## src/rtl/y86_fetch_sequencer_if.sv

```systemverilog
// y86_fetch_sequencer_if: PC request, byte-memory and instruction-result bundle
// slave  : the fetch sequencer (takes PC / memory data, produces reads and decoded fields)
// master : the core / memory side driving PC, read data and instruction acceptance
interface y86_fetch_sequencer_if;
    logic [63:0] pc_in;
    logic        pc_valid;
    logic        pc_ready;
    logic        imem_rd;
    logic [63:0] imem_addr;
    logic [7:0]  imem_rdata;
    logic        imem_rvalid;
    logic        instr_valid;
    logic        instr_ready;
    logic [3:0]  icode;
    logic [3:0]  ifun;
    logic [3:0]  ra;
    logic [3:0]  rb;
    logic [63:0] valc;
    logic [63:0] valp;
    logic        halt;
    logic        instr_invalid;
    logic        imem_error;

    modport master (
        output pc_in, pc_valid, imem_rdata, imem_rvalid, instr_ready,
        input  pc_ready, imem_rd, imem_addr, instr_valid, icode, ifun, ra, rb,
               valc, valp, halt, instr_invalid, imem_error
    );

    modport slave (
        input  pc_in, pc_valid, imem_rdata, imem_rvalid, instr_ready,
        output pc_ready, imem_rd, imem_addr, instr_valid, icode, ifun, ra, rb,
               valc, valp, halt, instr_invalid, imem_error
    );
endinterface

```

## src/rtl/y86_fetch_sequencer.sv

```systemverilog
// y86_fetch_sequencer: byte-serial Y86-64 instruction fetch (PC in, 1..10 byte reads, decoded fields out)
// i_clk   : clock, rising edge
// i_rst_n : asynchronous active-low reset
// bus     : slave side of y86_fetch_sequencer_if (PC handshake, byte memory port, instruction handshake)
module y86_fetch_sequencer #(
    parameter int MEM_BYTES = 1024
) (
    input logic                  i_clk,
    input logic                  i_rst_n,
    y86_fetch_sequencer_if.slave bus
);
    localparam logic [1:0] S_IDLE = 2'd0;
    localparam logic [1:0] S_REQ  = 2'd1;
    localparam logic [1:0] S_WAIT = 2'd2;
    localparam logic [1:0] S_DONE = 2'd3;

    logic [1:0]  r_state;
    logic        r_pc_ready;
    logic [63:0] r_pc;
    logic [3:0]  r_idx;
    logic [3:0]  r_len;
    logic [3:0]  r_icode;
    logic [3:0]  r_ifun;
    logic [3:0]  r_ra;
    logic [3:0]  r_rb;
    logic [63:0] r_valc;
    logic [63:0] r_valp;
    logic        r_halt;
    logic        r_invalid;
    logic        r_error;

    logic [63:0] w_addr;
    logic        w_addr_bad;
    logic        w_req_ok;
    logic [3:0]  w_icode;
    logic [3:0]  w_ifun;
    logic        w_invalid;
    logic [3:0]  w_len;
    logic [3:0]  w_cur_len;
    logic        w_more;
    logic        w_is_reg;
    logic [2:0]  w_vk;

    // A sum smaller than the base PC means the 64-bit address wrapped.
    assign w_addr     = r_pc + {60'd0, r_idx};
    assign w_addr_bad = (w_addr < r_pc) || (w_addr >= 64'(MEM_BYTES));
    assign w_req_ok   = (r_state == S_REQ) && !w_addr_bad;

    assign w_icode   = bus.imem_rdata[7:4];
    assign w_ifun    = bus.imem_rdata[3:0];
    assign w_invalid = (w_icode >= 4'hC) ||
                       ((w_icode == 4'h2 || w_icode == 4'h7) ? (w_ifun > 4'd6) :
                        (w_icode == 4'h6) ? (w_ifun > 4'd3) : (w_ifun != 4'd0));
    // Illegal encodings complete as single-byte instructions.
    assign w_len = w_invalid ? 4'd1 :
                   (w_icode == 4'h7 || w_icode == 4'h8) ? 4'd9 :
                   (w_icode >= 4'h3 && w_icode <= 4'h5) ? 4'd10 :
                   (w_icode == 4'h2 || w_icode == 4'h6 || w_icode == 4'hA || w_icode == 4'hB) ? 4'd2 :
                   4'd1;

    // Length is only known once byte 0 arrives, so use the live decode for idx 0.
    assign w_cur_len = (r_idx == 4'd0) ? w_len : r_len;
    assign w_more    = (r_idx + 4'd1) < w_cur_len;
    // Length 9 has no register byte: bytes 1..8 are valC; length 10 puts valC at bytes 2..9.
    assign w_is_reg  = (r_len != 4'd9) && (r_idx == 4'd1);
    assign w_vk      = 3'((r_len == 4'd10) ? (r_idx - 4'd2) : (r_idx - 4'd1));

    assign bus.pc_ready      = r_pc_ready;
    assign bus.imem_rd       = w_req_ok;
    assign bus.imem_addr     = w_req_ok ? w_addr : 64'd0;
    assign bus.instr_valid   = (r_state == S_DONE);
    assign bus.icode         = r_icode;
    assign bus.ifun          = r_ifun;
    assign bus.ra            = r_ra;
    assign bus.rb            = r_rb;
    assign bus.valc          = r_valc;
    assign bus.valp          = r_valp;
    assign bus.halt          = r_halt;
    assign bus.instr_invalid = r_invalid;
    assign bus.imem_error    = r_error;

    always_ff @(posedge i_clk or negedge i_rst_n) begin
        if (!i_rst_n) begin
            r_state    <= S_IDLE;
            r_pc_ready <= 1'b0;
            r_pc       <= '0;
            r_idx      <= '0;
            r_len      <= '0;
            r_icode    <= '0;
            r_ifun     <= '0;
            r_ra       <= '0;
            r_rb       <= '0;
            r_valc     <= '0;
            r_valp     <= '0;
            r_halt     <= 1'b0;
            r_invalid  <= 1'b0;
            r_error    <= 1'b0;
        end else begin
            case (r_state)
                S_IDLE: begin
                    // pc_ready stays low for the first cycle out of reset.
                    if (r_pc_ready && bus.pc_valid) begin
                        r_pc_ready <= 1'b0;
                        r_pc       <= bus.pc_in;
                        r_idx      <= '0;
                        r_len      <= '0;
                        r_icode    <= '0;
                        r_ifun     <= '0;
                        r_ra       <= '0;
                        r_rb       <= '0;
                        r_valc     <= '0;
                        r_valp     <= '0;
                        r_halt     <= 1'b0;
                        r_invalid  <= 1'b0;
                        r_error    <= 1'b0;
                        r_state    <= S_REQ;
                    end else begin
                        r_pc_ready <= 1'b1;
                    end
                end
                S_REQ: begin
                    if (w_addr_bad) begin
                        r_error <= 1'b1;
                        r_valp  <= r_pc;
                        r_halt  <= 1'b0;
                        r_state <= S_DONE;
                    end else begin
                        r_state <= S_WAIT;
                    end
                end
                S_WAIT: begin
                    if (bus.imem_rvalid) begin
                        if (r_idx == 4'd0) begin
                            r_icode   <= w_icode;
                            r_ifun    <= w_ifun;
                            r_len     <= w_len;
                            r_invalid <= w_invalid;
                            r_halt    <= (w_icode == 4'h0);
                            r_valp    <= r_pc + {60'd0, w_len};
                            if (w_len == 4'd1 || w_len == 4'd9) begin
                                r_ra <= 4'hF;
                                r_rb <= 4'hF;
                            end
                        end else if (w_is_reg) begin
                            r_ra <= bus.imem_rdata[7:4];
                            r_rb <= bus.imem_rdata[3:0];
                        end else begin
                            r_valc[{w_vk, 3'b000} +: 8] <= bus.imem_rdata;
                        end
                        r_idx   <= w_more ? r_idx + 4'd1 : r_idx;
                        r_state <= w_more ? S_REQ : S_DONE;
                    end
                end
                default: begin
                    if (bus.instr_ready) begin
                        r_pc_ready <= 1'b1;
                        r_state    <= S_IDLE;
                    end
                end
            endcase
        end
    end
endmodule

```

## src/flat_wrapper.sv

```systemverilog
// flat-port wrapper written by rule: the top's interface ports become plain ports
module y86_fetch_sequencer_flat 
#(
    parameter int MEM_BYTES = 1024
)
  (i_clk, i_rst_n, bus_pc_in, bus_pc_valid, bus_imem_rdata, bus_imem_rvalid, bus_instr_ready, bus_pc_ready, bus_imem_rd, bus_imem_addr, bus_instr_valid, bus_icode, bus_ifun, bus_ra, bus_rb, bus_valc, bus_valp, bus_halt, bus_instr_invalid, bus_imem_error);
  y86_fetch_sequencer_if bus_i ();
  input logic i_clk;
  input logic i_rst_n;
  input wire logic [$bits(bus_i.pc_in)-1:0] bus_pc_in;
  input wire logic [$bits(bus_i.pc_valid)-1:0] bus_pc_valid;
  input wire logic [$bits(bus_i.imem_rdata)-1:0] bus_imem_rdata;
  input wire logic [$bits(bus_i.imem_rvalid)-1:0] bus_imem_rvalid;
  input wire logic [$bits(bus_i.instr_ready)-1:0] bus_instr_ready;
  output wire logic [$bits(bus_i.pc_ready)-1:0] bus_pc_ready;
  output wire logic [$bits(bus_i.imem_rd)-1:0] bus_imem_rd;
  output wire logic [$bits(bus_i.imem_addr)-1:0] bus_imem_addr;
  output wire logic [$bits(bus_i.instr_valid)-1:0] bus_instr_valid;
  output wire logic [$bits(bus_i.icode)-1:0] bus_icode;
  output wire logic [$bits(bus_i.ifun)-1:0] bus_ifun;
  output wire logic [$bits(bus_i.ra)-1:0] bus_ra;
  output wire logic [$bits(bus_i.rb)-1:0] bus_rb;
  output wire logic [$bits(bus_i.valc)-1:0] bus_valc;
  output wire logic [$bits(bus_i.valp)-1:0] bus_valp;
  output wire logic [$bits(bus_i.halt)-1:0] bus_halt;
  output wire logic [$bits(bus_i.instr_invalid)-1:0] bus_instr_invalid;
  output wire logic [$bits(bus_i.imem_error)-1:0] bus_imem_error;
  assign bus_i.pc_in = bus_pc_in;
  assign bus_i.pc_valid = bus_pc_valid;
  assign bus_i.imem_rdata = bus_imem_rdata;
  assign bus_i.imem_rvalid = bus_imem_rvalid;
  assign bus_i.instr_ready = bus_instr_ready;
  assign bus_pc_ready = bus_i.pc_ready;
  assign bus_imem_rd = bus_i.imem_rd;
  assign bus_imem_addr = bus_i.imem_addr;
  assign bus_instr_valid = bus_i.instr_valid;
  assign bus_icode = bus_i.icode;
  assign bus_ifun = bus_i.ifun;
  assign bus_ra = bus_i.ra;
  assign bus_rb = bus_i.rb;
  assign bus_valc = bus_i.valc;
  assign bus_valp = bus_i.valp;
  assign bus_halt = bus_i.halt;
  assign bus_instr_invalid = bus_i.instr_invalid;
  assign bus_imem_error = bus_i.imem_error;
  y86_fetch_sequencer #(.MEM_BYTES(MEM_BYTES)) u_core (.i_clk(i_clk), .i_rst_n(i_rst_n), .bus(bus_i));
endmodule
```

## config.mk

```make
export PLATFORM = sky130hd
export DESIGN_NAME = y86_fetch_sequencer_flat
export DESIGN_NICKNAME = d
export VERILOG_FILES = /design/src/rtl/y86_fetch_sequencer_if.sv /design/src/rtl/y86_fetch_sequencer.sv /design/src/flat_wrapper.sv
export SDC_FILE = /design/constraint.sdc
export NUM_CORES = 1
export LEC_CHECK = 0
export CAP_MARGIN = 25
export CORE_UTILIZATION = 40
export CTS_CLUSTER_SIZE = 40
export DETAILED_ROUTE_END_ITERATION = 12
export MAX_ROUTING_LAYER = met4
export PLACE_DENSITY = 0.68
export REMOVE_ABC_BUFFERS = 1
export SYNTH_ARGS = -nofsm -noshare
export SYNTH_HDL_FRONTEND = slang
export SYNTH_SLANG_ARGS = --single-unit
```

## constraint.sdc

```tcl
create_clock -name i_clk -period 13.8 [get_ports i_clk]
set_input_delay 4.14 -clock i_clk [delete_from_list [all_inputs] [get_ports i_clk]]
set_output_delay 4.14 -clock i_clk [all_outputs]
set_load 0.05 [all_outputs]
```

==> metrics.md <==
| Metric | Value |
|---|---|
| GPL Wtd Cong | `0.956` |
| Vias in the first global route | `between 10000 and 15000` |
| Yosys top cell by area | `dfrtp_1` |
| Post-cts sizing count | `0` |
| Leakage power | `7.85 nW` |
| Final Max Slew Viols | `0` |
| Die ar. | `about 41000 µm²` |
| Drt wl/cell | `between 20 and 25 µm` |
| Final core utilization | `0.494` |
| Fmax | `0.0877 GHz` |
| Register area share after synthesis | `0.346` |
| Synth top area cells | `dfrtp_1, a22oi_1, mux2_2` |
| TritonCTS Buffers | `27` |
| Final hold vios | `0` |
| Yosys warnings | `0` |
| Critical path class | `reg -> out` |
| Fill count | `3704` |
| Starting Density | `0.410` |
| Final Instance Area | `19300 µm²` |
| Post-Synthesis Cell Area | `between 15000 and 20000 µm²` |
| Gr usage total | `0.288` |
| Max cap viols | `0` |
| PwrDens | `222 nW/µm²` |
| Critical path peak fanout | `69` |
| Most frequent cell after synthesis | `dfrtp_1` |
| Ports | `291` |
| Worst-Margin Slew | `1.10 ns` |
| CTS tree | `yes` |
| Layout Skew | `between 0.015 and 0.02 ns` |
| Htree depth | `1` |
| Synth top cells by count | `dfrtp_1, nand2_1, a22oi_1` |
| 1st-iter DRT viols | `roughly 1300` |
| Post-DP Area | `about 18000 µm²` |
| CP startpoint kind | `register` |
| FP Rows | `72` |
| Endpoints failing setup | `0` |
| Die height | `202 µm` |
| Clock slew at reported path FFs | `0.06 ns` |
| Area of the multi-input gates | `9310 µm²` |
| Fin Setup TNS | `0 ns` |
| Primary FF master, synth | `dfrtp_1` |
| Worst VDD drop | `around 0.00013 V` |
| Post-synth EDFFs | `0` |
| Status | `completed` |
| Ys async rst share | `1.00` |
| Antenna violations before repair | `0` |
| CP endpoint kind | `output port` |
| Tcrit/Tclk final | `0.826` |
| RSZ-0062 raised after global routing | `false` |
| Core area | `39100 µm²` |
| Die extent in x | `202 µm` |
| Insertion delay to the later sink of the worst-skew pair | `0.57 ns` |
| Routed WL | `57800 µm` |
| CP arrival | `slightly above 7 ns` |
| Final HPWL DP | `approximately 42000 µm` |
| Storage cell area | `approximately 5600 µm²` |
| Largest net degree at the start of global routing | `95` |
| Setup Fix Bufs, Post-CTS | `0` |
| Fraction of layout cells with a size suffix above 1 | `0.0947` |
| Cells after Synth | `1840` |
| Distinct cell type count after synthesis | `78` |
| Grt total ovfl | `0` |
| Synth top area share | `0.346` |
| Clk buf depth | `3` |
| Vias per inst | `approximately 6.0` |
| Relative slew slack | `0.261` |
| Worst Hold Class | `reg -> reg` |
| Mean Syn Cell Area | `8.72 µm²` |
| P&R area growth vs syn | `20.4%` |
| Clock Root Buffer | `clkbuf_16` |
| Required @ worst endpoint | `roughly 9.7 ns` |
| Final nets | `2099` |
| IO Port Bufs | `236` |
| Drt drc | `0` |
| Post-DRT Antenna Nets | `0` |
| Vias post-DR | `15100` |
| Synthesized flop and latch total | `roughly 220` |
| Total iterations of the first detailed-routing run | `6` |
| CTS Hold Bufs | `0` |
| Min Tclk post-route | `approximately 11 ns` |
| Global-route wire length before repair | `just under 90000 µm` |
| Sink Count | `222` |
| Ant diodes | `0` |
[worst paths after layout]
path / start / endpoint / slack [ns] / cells past startpoint
worst max-delay path: u_core.r_idx[0] / bus_imem_addr[3] / 2.40 / 22
worst min-delay path: u_core.bus.valc[22] / u_core.bus.valc[22] / 0.48 / 2
worst max register to register: u_core.r_idx[0] / u_core.bus.valp[21] / 6.67 / 23
worst min register to register: u_core.bus.valc[22] / u_core.bus.valc[22] / 0.48 / 2
max in group asynchronous: i_rst_n / u_core.r_idx[2] / 8.81 / 2
min in group asynchronous: i_rst_n / u_core.r_pc[63] / 3.58 / 1
[cell families after synthesis]
logic type               count (synthesis)  share of synthesized area
AO/OA/AOI/OAI                          468                      0.206
XOR/XNOR                               103                     0.0562
adder cells (fa/ha/maj)                 57                     0.0454
buffers and inverters                  296                     0.0881
flip-flops                             222                      0.346
multiplexers                            81                     0.0558
other                                    1                   0.000234
AND/OR/NAND/NOR                        612                      0.202
[registers in the layout, summed over array words and instances, names as in the netlist]
signal	flops
u_core.bus.halt	1
u_core.r_pc	64
u_core.bus.rb	4
u_core.bus.valc	64
u_core.bus.instr_invalid	1
u_core.r_len	4
u_core.bus.pc_ready	1
u_core.bus.imem_error	1
u_core.bus.icode	4
u_core.r_state	2
u_core.r_idx	4
u_core.bus.ra	4
u_core.bus.valp	64
u_core.bus.ifun	4
[routing by layer]
layer | up-vias | part of all wire | track usage
met5 | - | 0 | -
met4 | 0 | 0.036 | 0.0953
met3 | 118 | 0.071 | 0.0506
met2 | 644 | 0.45 | 0.439
met1 | 7454 | 0.44 | 0.386
li1 | 6880 | - | -
[where the power goes]
part           switching [mW]  total, mW  internal [mW]  leakage [nW]
Clock                   0.298      0.763          0.465         0.467
Sequential              0.407       1.26          0.856          2.90
Combinational            1.48       2.26          0.781          4.48
[critical path, cell delays in order, from the launching register on]
cell	delay, ns
dfrtp_1	0.56
ha_1	0.28
fa_1	0.23
a21o_1	0.13
a21oi_1	0.10
or2_2	0.38
nor3_1	0.33
nand4_1	0.30
or2_2	0.47
inv_1	0.15
nand3_1	0.16
inv_1	0.10
ha_1	0.27
xor2_1	0.16
nand2_1	0.09
nor4_1	0.36
nand4_1	0.21
nor3_1	0.33
o31ai_4	0.14
nand4_4	0.12
buf_4	0.66
and4_1	0.33
clkdlybuf4s50_1	0.82
[final cells by class]
class | instances | area share
Inverter | 83 | 0.0161
Multi-Input combinational cell | 1375 | 0.482
Clock inverter | 12 | 0.00978
Sequential cell | 222 | 0.288
Clock buffer | 38 | 0.0397
Tap cell | 518 | 0.0336
Timing Repair Buffer | 256 | 0.131
[metrics by stage]
stage | hold slack [ns] | power [mW] | setup slack, ns | cells
2_1_floorplan | 0.477 | 2.67 | 3.94 | 1680
3_3_place_gp | 0.466 | 3.47 | 3.20 | 2452
3_5_place_dp | 0.476 | 3.51 | 3.09 | 2454
4_1_cts | 0.489 | 4.28 | 2.46 | 2504
5_1_grt | 0.509 | 4.54 | 1.96 | 2504
6_report | 0.481 | 4.29 | 2.40 | 2504
[cell usage in the layout (no fill, tap or decap), types with 24 or more instances in the layout]
master	instances
clkdlybuf4s50_1	235
dfrtp_1	222
nand2_1	168
a22oi_1	154
o21ai_0	115
nor2_1	102
inv_1	83
and3_1	70
mux2_2	66
xnor2_1	62
nand4_1	61
nand3_1	57
conb_1	54
ha_1	53
xor2_1	41
nor3_1	40
a21oi_1	36
o31ai_1	36
clkbuf_16	27
nor4_1	24
No activity file was read; power rests on OpenSTA's default activity.
